--- src/rtl/axis_pattern_pkg.sv ---
// rtl/axis_pattern_pkg.sv - shared modes, states and constants for the AXI-Stream pattern generator
package axis_pattern_pkg;

   typedef enum logic [1:0] {
      MODE_COUNT  = 2'd0,
      MODE_LFSR   = 2'd1,
      MODE_MARKER = 2'd2,
      MODE_WALK1  = 2'd3
   } mode_e;

   localparam logic [1:0] ST_IDLE = 2'd0;
   localparam logic [1:0] ST_SEND = 2'd1;
   localparam logic [1:0] ST_GAP  = 2'd2;
   localparam logic [1:0] ST_DONE = 2'd3;

   // Fibonacci taps 32,22,2,1 expressed as bit positions 31,21,1,0
   localparam logic [31:0] LFSR_SEED = 32'hFFFF_FFFF;
   localparam logic [31:0] LFSR_TAPS = 32'h8020_0003;

   localparam logic [7:0] MARKER_BYTE = 8'hAA;

endpackage

--- src/rtl/axis_pattern_lfsr32.sv ---
// rtl/axis_pattern_lfsr32.sv - enable-advanced 32-bit Fibonacci LFSR with synchronous seed load
module axis_pattern_lfsr32
   import axis_pattern_pkg::*;
(
   input  logic        clk,
   input  logic        rst_n,
   input  logic        load,
   input  logic        advance,
   output logic [31:0] value,
   output logic [31:0] next_value
);

   // next_value is exposed so the owner can present post-advance data in the same cycle
   assign next_value = {value[30:0], ^(value & LFSR_TAPS)};

   // seed load wins over advance so a channel stop always leaves a known state
   always_ff @(posedge clk or negedge rst_n) begin
      if (!rst_n) begin
         value <= LFSR_SEED;
      end else if (load) begin
         value <= LFSR_SEED;
      end else if (advance) begin
         value <= next_value;
      end
   end

endmodule

--- src/rtl/axis_pattern_gen.sv ---
// rtl/axis_pattern_gen.sv - framed AXI-Stream test-pattern source for the S2MM DMA path
module axis_pattern_gen
   import axis_pattern_pkg::*;
#(
   parameter int DATA_W = 32,
   parameter int LEN_W  = 16,
   parameter int GAP_W  = 8,
   parameter int CNT_W  = 16
) (
   input  logic                aclk,
   input  logic                aresetn,
   input  logic                s2mm_prmry_resetn,
   input  logic [1:0]          cfg_mode,
   input  logic [LEN_W-1:0]    cfg_words,
   input  logic [GAP_W-1:0]    cfg_gap,
   input  logic [CNT_W-1:0]    cfg_frames,
   output logic [DATA_W-1:0]   m_axis_tdata,
   output logic                m_axis_tvalid,
   input  logic                m_axis_tready,
   output logic                m_axis_tlast,
   output logic [DATA_W/8-1:0] m_axis_tkeep,
   output logic                busy,
   output logic                done,
   output logic [CNT_W-1:0]    frames_sent
);

   logic [1:0]        state;
   mode_e             mode_q;
   logic [LEN_W-1:0]  words_q;
   logic [LEN_W-1:0]  beat;
   logic [GAP_W-1:0]  gap_q;
   logic [GAP_W-1:0]  gap_cnt;

   logic              en;
   logic              hs;
   logic              last_beat;
   logic              quota_met;
   logic              start;
   logic [LEN_W-1:0]  words_eff;
   logic [LEN_W-1:0]  beat_inc;
   logic [CNT_W-1:0]  frames_inc;
   logic [31:0]       lfsr_value;
   logic [31:0]       lfsr_next;
   logic [31:0]       lfsr_src;
   logic [DATA_W-1:0] data_first;
   logic [DATA_W-1:0] data_step;

   // beat-indexed pattern; the LFSR word is supplied already advanced for this beat
   function automatic logic [DATA_W-1:0] pattern(input mode_e mode,
                                                 input logic [LEN_W-1:0] idx,
                                                 input logic [31:0] lfsr);
      logic [DATA_W-1:0] d;
      logic [31:0]       pos;
      pos = 32'(idx) % 32'(DATA_W);
      case (mode)
         MODE_COUNT:  d = DATA_W'(idx);
         MODE_LFSR:   d = DATA_W'({((DATA_W + 31) / 32){lfsr}});
         MODE_MARKER: begin
            d      = {(DATA_W/8){MARKER_BYTE}};
            d[7:0] = 8'(idx);
         end
         default:     d = DATA_W'(1) << pos;
      endcase
      return d;
   endfunction

   assign en         = s2mm_prmry_resetn;
   assign hs         = m_axis_tvalid & m_axis_tready;
   assign words_eff  = (cfg_words == '0) ? LEN_W'(1) : cfg_words;
   assign beat_inc   = beat + LEN_W'(1);
   assign last_beat  = (beat == words_q - LEN_W'(1));
   assign frames_inc = frames_sent + CNT_W'(1);
   assign quota_met  = (cfg_frames != '0) && (frames_inc == cfg_frames);

   // a handshake this cycle advances the LFSR, so data loaded now must use its next value
   assign lfsr_src   = hs ? lfsr_next : lfsr_value;
   assign data_first = pattern(mode_e'(cfg_mode), '0, lfsr_src);
   assign data_step  = pattern(mode_q, beat_inc, lfsr_src);

   assign busy         = (state == ST_SEND) || (state == ST_GAP);
   assign done         = (state == ST_DONE);
   assign m_axis_tkeep = '1;

   axis_pattern_lfsr32 u_lfsr (
      .clk        (aclk),
      .rst_n      (aresetn),
      .load       (!en),
      .advance    (hs),
      .value      (lfsr_value),
      .next_value (lfsr_next)
   );

   // frame start points: leaving IDLE, back-to-back after a last beat, or end of gap
   always_comb begin
      start = 1'b0;
      case (state)
         ST_IDLE: start = 1'b1;
         ST_SEND: start = hs && last_beat && !quota_met && (gap_q == '0);
         ST_GAP:  start = (gap_cnt <= GAP_W'(1));
         default: start = 1'b0;
      endcase
   end

   // frame sequencer and registered stream outputs; channel stop acts like reset
   always_ff @(posedge aclk or negedge aresetn) begin
      if (!aresetn) begin
         state         <= ST_IDLE;
         mode_q        <= MODE_COUNT;
         words_q       <= LEN_W'(1);
         gap_q         <= '0;
         gap_cnt       <= '0;
         beat          <= '0;
         m_axis_tvalid <= 1'b0;
         m_axis_tlast  <= 1'b0;
         m_axis_tdata  <= '0;
         frames_sent   <= '0;
      end else if (!en) begin
         state         <= ST_IDLE;
         mode_q        <= MODE_COUNT;
         words_q       <= LEN_W'(1);
         gap_q         <= '0;
         gap_cnt       <= '0;
         beat          <= '0;
         m_axis_tvalid <= 1'b0;
         m_axis_tlast  <= 1'b0;
         m_axis_tdata  <= '0;
         frames_sent   <= '0;
      end else begin
         if (hs && last_beat) begin
            frames_sent <= (&frames_sent) ? frames_sent : frames_inc;
         end
         if (start) begin
            state         <= ST_SEND;
            mode_q        <= mode_e'(cfg_mode);
            words_q       <= words_eff;
            gap_q         <= cfg_gap;
            beat          <= '0;
            m_axis_tvalid <= 1'b1;
            m_axis_tlast  <= (words_eff == LEN_W'(1));
            m_axis_tdata  <= data_first;
         end else begin
            case (state)
               ST_SEND: begin
                  if (hs) begin
                     if (!last_beat) begin
                        beat         <= beat_inc;
                        m_axis_tdata <= data_step;
                        m_axis_tlast <= (beat_inc == words_q - LEN_W'(1));
                     end else begin
                        state         <= quota_met ? ST_DONE : ST_GAP;
                        gap_cnt       <= gap_q;
                        m_axis_tvalid <= 1'b0;
                        m_axis_tlast  <= 1'b0;
                     end
                  end
               end
               ST_GAP:  gap_cnt <= gap_cnt - GAP_W'(1);
               default: begin
               end
            endcase
         end
      end
   end

endmodule

--- config.mk ---
export PLATFORM = sky130hd
export DESIGN_NAME = axis_pattern_gen
export DESIGN_NICKNAME = d
export VERILOG_FILES = /design/src/rtl/axis_pattern_pkg.sv /design/src/rtl/axis_pattern_lfsr32.sv /design/src/rtl/axis_pattern_gen.sv
export SDC_FILE = /design/constraint.sdc
export NUM_CORES = 1
export LEC_CHECK = 0
export CORE_ASPECT_RATIO = 1.4
export CORE_UTILIZATION = 25
export DETAILED_ROUTE_END_ITERATION = 8
export SLEW_MARGIN = 15
export SYNTH_ARGS = -nofsm -noshare
export SYNTH_HDL_FRONTEND = slang
export SYNTH_SLANG_ARGS = --single-unit
--- constraint.sdc ---
create_clock -name aclk -period 8.2 [get_ports aclk]
set_input_delay 1.64 -clock aclk [delete_from_list [all_inputs] [get_ports aclk]]
set_output_delay 1.64 -clock aclk [all_outputs]
set_load 0.05 [all_outputs]
==> results.md <==
- Peak VDD IR: 0.000144 V
- CTS Buf Count: 17
- Initial antenna violation count: 0
- GR Overflow Total: 0
- Comb power frac: 16.7%
- Starting density of the core: 25.3%
- Die area: 37000 sq um
- Drt pass-1 iters: 5
- Vias: 7837
- Worst Path Max Fanout: 59
- Worst slack, placed: 2.85 ns
- Clock Pin Slew Worst Setup and Hold Paths: 0.07 ns
- Worst clock skew: 0.0136 ns
- RSZ-0062 raised after global routing: no
- Worst Tran Pin Value: 1.16 ns
- Final Wtd Congestion: 0.847
- N_diodes: 0
- Hold path start: m_axis_tdata[27]
- R2R Setup Slk: 3.65 ns
- Post-Syn Area: 9050 sq um
- Fill cell count: 3799
- Post-synth EDFFs: 0
- Final WS setup: 3.28 ns
- Worst-Skew Late Latency: 0.43 ns
- Worst path arrival time: 5.24 ns
- Hold Vio Cnt, Final: 0
- Post-route DRC: 0
- Hold Crit Endpoint: m_axis_tdata[27]
- Syn. warnings: 0
- Die Height: 227 microns
- GRT Overall Usage: 14.6%
- CP endpoint kind: register
- Most common cell after layout, fill and taps aside: nand2_1
- # rows: 82
- Post-cts sizing count: 0
- 1st-iter DRT viols: 352
- PD cells: 168 nW/um^2
- Crit path time final: 4.92 ns
- Pleak: 0.00430 uW
- Clock tree buffer depth: 2
- Final Max Slew Viols: 0
- Sw frac: 29.8%
- Pin count of the biggest net entering global routing: 91
- Ys async rst share: 100%
- Share of post-route cells with drive strength above 1: 9.14%
- Chip Width: 163 microns
- H-tree depth: 4
- Reg2reg path depth: 12
- Startpoint types: input port
- Synth Register Bits: 134
- Final wirelength: 26400 microns
- Postcts setup bufs: 0
- Post-Route Setup TNS: 0 ns
- CTS tree: built
- WP data required: 8.52 ns
- Clock sinks: 134
- First-pass GRT wire length: 42900 microns
- PortBufs: 97
- NumNets Final: 1151
- Flop pwr share: 38.7%
- Vias per cell: 5.00
- CTS root buf: clkbuf_16
- I/O Pins: 102
- Leading register cell type out of synthesis: dfrtp_1
- Final HPWL DP: 18800 microns
- Most frequent cells in the layout: 124 x nand2_1, 117 x nor2_1, 101 x dfrtp_1
- Vias in the first global route: 7847
- Crit path kind: input port to register
- Netlist cell types: 72
- Core area: 35700 sq um
- Maxcap violations: 0
- Status: completed
- Clock power frac: 44.7%
- Worst hold stages: 2
- Switching power total: 545 uW
- Tot Pwr: 1830 uW
- Hold_buf cts: 0
- Mapped Cells: 1052
- Min-Delay Path Class: register to register
- Pint: 1290 uW
- R2R Path End: m_axis_tdata[7]
- Layout area overhead: 20.2%
- Final ANT Viol Nets: 0
- Reg2reg start: words_q[1]
- Hold slack: 0.526 ns
- Routed len/inst: 16.8 microns
- Rel. slew slack: 22.4%
- # setup viols final: 0
- FMAX: 203 MHz
- Final Cycle Share: 60.0%
- Synthesized area per cell: 8.60 sq um
- Post-synthesis sequential area ratio: 37.5%
[how the worst max path moves through the flow]
stage | to | depth (start not counted) | from | slack, ns
after floorplan | m_axis_tdata[16] | 11 | cfg_frames[9] | 4.54
after global placement | m_axis_tdata[18] | 10 | cfg_frames[9] | 2.95
after detailed placement | m_axis_tdata[16] | 10 | cfg_frames[9] | 2.85
after CTS | m_axis_tdata[16] | 10 | cfg_frames[9] | 3.27
after global routing | m_axis_tdata[16] | 10 | cfg_frames[9] | 3.00
final | m_axis_tdata[9] | 11 | cfg_frames[9] | 3.28
[cell usage after synthesis, types with 5 or more instances]
cell type    n  share of area, %
nand2_1    125               5.2
a21o_1       7              0.58
o311ai_0     5              0.48
buf_1        7              0.29
xor2_1      43               4.2
dfstp_2     33               9.6
and2_1       7              0.48
or4_1        6              0.50
o2111ai_1    5              0.48
or3_1        6              0.41
buf_4        5              0.41
o31ai_1      5              0.41
o221ai_1     9              0.87
o31ai_2      6              0.83
nor4_1      23               1.6
mux2i_1     64               7.1
nor3_1      28               1.5
nand3_1     58               3.2
o211ai_1    12               1.0
buf_6        7              0.87
inv_1       24               1.0
buf_2       14              0.77
nor2_1     117               4.9
clkbuf_1    54               2.2
a21oi_1     45               2.5
o21ai_0     41               2.3
dfrtp_1    101                28
and3_1      14              0.97
ha_1        13               1.8
mux2_2       7              0.87
nand2b_1    11              0.76
xnor2_1     58               5.6
nand4_1     17               1.2
a31oi_1      9              0.62
[logic make-up after synthesis]
group	count (synthesis)	synth area share (%)
adder cells (fa/ha/maj)	13	1.80
buffers and inverters	111	5.59
XOR/XNOR	103	10.3
flip-flops	134	37.5
multiplexers	71	7.95
AO/OA/AOI/OAI	184	14.0
AND/OR/NAND/NOR	435	22.8
other	1	0.0414
[metal layers]
metal  share of wire (%)  global-route usage (%)  wire, microns
met1                  42                    17.6          11100
met2                  50                    25.5          13300
met3                 5.8                    3.81           1530
met4                 1.7                    4.22            452
met5                   0                       0              0
[state kept, by name (all words and copies together), names as in the netlist]
signal / flops
frames_sent: 16
m_axis_tvalid: 1
m_axis_tdata: 32
words_q: 16
u_lfsr.value: 32
gap_cnt: 8
mode_q: 2
gap_q: 8
state: 2
m_axis_tlast: 1
beat: 16
[final cells by class]
class	count	area (sq um)	area share (%)
tap	462	578	5.31
inverter	24	90.1	0.828
multi-input combinational	810	5170	47.5
sequential	134	3390	31.2
timing repair buffer	105	1030	9.44
clock inverter	15	191	1.76
clock buffer	17	425	3.91
[power by group through the flow]
| stage | clock network (uW) | registers, uW | logic [uW] |
|---|---|---|---|
| after floorplan | 0 | 752 | 172 |
| after global placement | 0 | 720 | 303 |
| after detailed placement | 0 | 720 | 306 |
| after CTS | 833 | 709 | 308 |
| after global routing | 864 | 711 | 332 |
| final | 818 | 708 | 305 |
[through the flow]
step                      cells  util, %  area [sq um]
after floorplan            1055        -          9060
after global placement     1535     28.7         10300
after detailed placement   1535     28.7         10300
after CTS                  1567     30.5         10900
after global routing       1567     30.5         10900
final                      1567     30.5         10900
[critical path, stage by stage]
cell	delay [ns]
clkdlybuf4s50_1	0.50
xor2_1	0.31
and3_1	0.20
o21ai_0	0.07
a21oi_1	0.14
o22ai_1	0.10
nor4_2	0.54
o21ba_4	0.57
buf_4	0.71
nor2_1	0.14
a311oi_1	0.28
No activity file was read; power rests on OpenSTA's default activity.
==> patch, RTL diff (config.mk and constraints unchanged) <==
`CNT_W`: 16 -> 32.
--- a/src/rtl/axis_pattern_gen.sv
+++ b/src/rtl/axis_pattern_gen.sv
@@ -5,7 +5,7 @@
    parameter int DATA_W = 32,
    parameter int LEN_W  = 16,
    parameter int GAP_W  = 8,
-   parameter int CNT_W  = 16
+   parameter int CNT_W  = 32
 ) (
    input  logic                aclk,
    input  logic                aresetn,
Interface: changed (resized cfg_frames and frames_sent); port bits go from 102 to 134. No check against the original RTL was run, so the function may have changed too.
==> patch against the original RTL <==
Fmax shrank 7.7%. Critical path depth up 1. Power is 4.2% higher. Worst setup slack got worse by 0.41 ns. Sequential cell count rose by 16. Wire length rose by 25%. Synthesized area up 15%. Cell area grew 16%.
==> patch: results (changes against the original RTL) <==
| Metric | Value |
|---|---|
| Routed len/inst | 17.9 um (was 16.8 um) |
| Routed vias | 9429 (was 7837) |
| Routed wl met2 | 15800 um (was 13300 um) |
| Distinct cells, synth | 75 (was 72) |
| Synth cell count leaders | nand2_1, dfrtp_1, o21ai_0, nor2_1, xnor2_1 (was nand2_1, nor2_1, dfrtp_1, mux2i_1) |
| Final estimated routing congestion in global placement | 0.871 (was 0.847) |
| Met1 Resource Use GR | 20.2% (was 17.6%) |
| Vias in the first global route | 9328 (was 7847) |
| Layout Nets | 1352 (was 1151) |
| Met3 usage | 2.48% (was 3.81%) |
| Final Skew | 0.0132 ns (was 0.0136 ns) |
| Worst VDD drop | 126 uV (was 144 uV) |
| WL met3 | 1490 um (was 1530 um) |
| First-pass GRT wire length | 52500 um (was 42900 um) |
| FF-to-FF End | m_axis_tdata[13]$_DFFE_PN0P_ (was m_axis_tdata[7]$_DFFE_PN0P_) |
| Slowest CP cell | nor4_1 (was buf_4) |
| Status | finished, final reports clean (unchanged) |
| Hold Path Sink | words_q[0]$_DFFE_PN1P_ (was m_axis_tdata[27]$_DFFE_PN0P_) |
| RR Startpoint | frames_sent[0]$_DFFE_PN0P_ (was words_q[1]$_DFFE_PN0P_) |
| Largest regs | frames_sent: 32 flops, m_axis_tdata: 32 flops, u_lfsr.value: 32 flops (was m_axis_tdata: 32 flops, u_lfsr.value: 32 flops) |
| Largest net degree at the start of global routing | 87 (was 91) |
| Final hold vios | 0 (unchanged) |
| Gr usage total | 15.5% (was 14.6%) |
| GR Util met2 | 26.1% (was 25.5%) |
| Register area share after synthesis | 36.4% (was 37.5%) |
| Slew headroom | 28.0% (was 22.4%) |
| Met1 WL | 14800 um (was 11100 um) |
| Crit-path max cell delay | 0.98 ns (was 0.71 ns) |
| Hold path depth | 2 (unchanged) |
| Dpl cell area | 0.0120 mm^2 (was 0.0103 mm^2) |
| Crit path max fanout | 43 (was 59) |
| Reg2reg setup slack | 2.87 ns (was 3.65 ns) |
| Buffers on Ports | 129 (was 97) |
| HP Start | words_q[0]$_DFFE_PN1P_ (was m_axis_tdata[27]$_DFFE_PN0P_) |
| Delay-heaviest family, CP | compound AO/OA/AOI/OAI gates (was buffers and inverters) |
| P_leak | 4.88 nW (was 4.30 nW) |
| Fraction of layout cells with a size suffix above 1 | 7.83% (was 9.14%) |
patch: power by group:
group	internal (mW)	total [mW]	switching [mW]	leakage, nW
registers	0.763	0.788	0.0250	1.94
logic	0.118	0.323	0.205	2.67
clock network	0.464	0.796	0.332	0.272
total	1.35	1.91	0.562	4.88
patch: stage by stage:
step                      hold slack (ns)  worst slack [ns]  instances
after floorplan                     0.507              4.40       1223
after global placement              0.531              2.82       1798
after detailed placement            0.530              2.81       1798
after CTS                           0.538              2.92       1830
after global routing                0.582              2.49       1830
final                               0.540              2.87       1830
patch: cells by family (layout without fill, tap and decap cells):
family          count (synthesis)  in the layout  synth area share, %
flops                         150            150                 36.4
mux                            39             39                 3.80
fa+ha+maj                      13             13                 1.56
buf+inv                       124            191                 5.37
simple gates                  502            502                 24.6
other cells                     1              4               0.0360
xor+xnor                      137            137                 11.5
compound gates                254            254                 16.6
patch: cell type report:
class	count	area, um^2
Fill cell	4358	28600
Inverter	23	86.3
Clock inverter	11	125
Multi-Input combinational cell	949	6090
Tap cell	540	676
Timing Repair Buffer	136	1340
Clock buffer	21	460
Sequential cell	150	3790
patch: worst max path at each step:
| stage | start | to | slack [ns] |
|---|---|---|---|
| after floorplan | cfg_frames[0] | gap_cnt[4]$_DFFE_PN0P_ | 4.40 |
| after global placement | cfg_frames[18] | m_axis_tdata[13]$_DFFE_PN0P_ | 2.82 |
| after detailed placement | cfg_frames[17] | m_axis_tdata[13]$_DFFE_PN0P_ | 2.81 |
| after CTS | frames_sent[0]$_DFFE_PN0P_ | m_axis_tdata[13]$_DFFE_PN0P_ | 2.92 |
| after global routing | frames_sent[0]$_DFFE_PN0P_ | m_axis_tdata[13]$_DFFE_PN0P_ | 2.49 |
| final | frames_sent[0]$_DFFE_PN0P_ | m_axis_tdata[13]$_DFFE_PN0P_ | 2.87 |
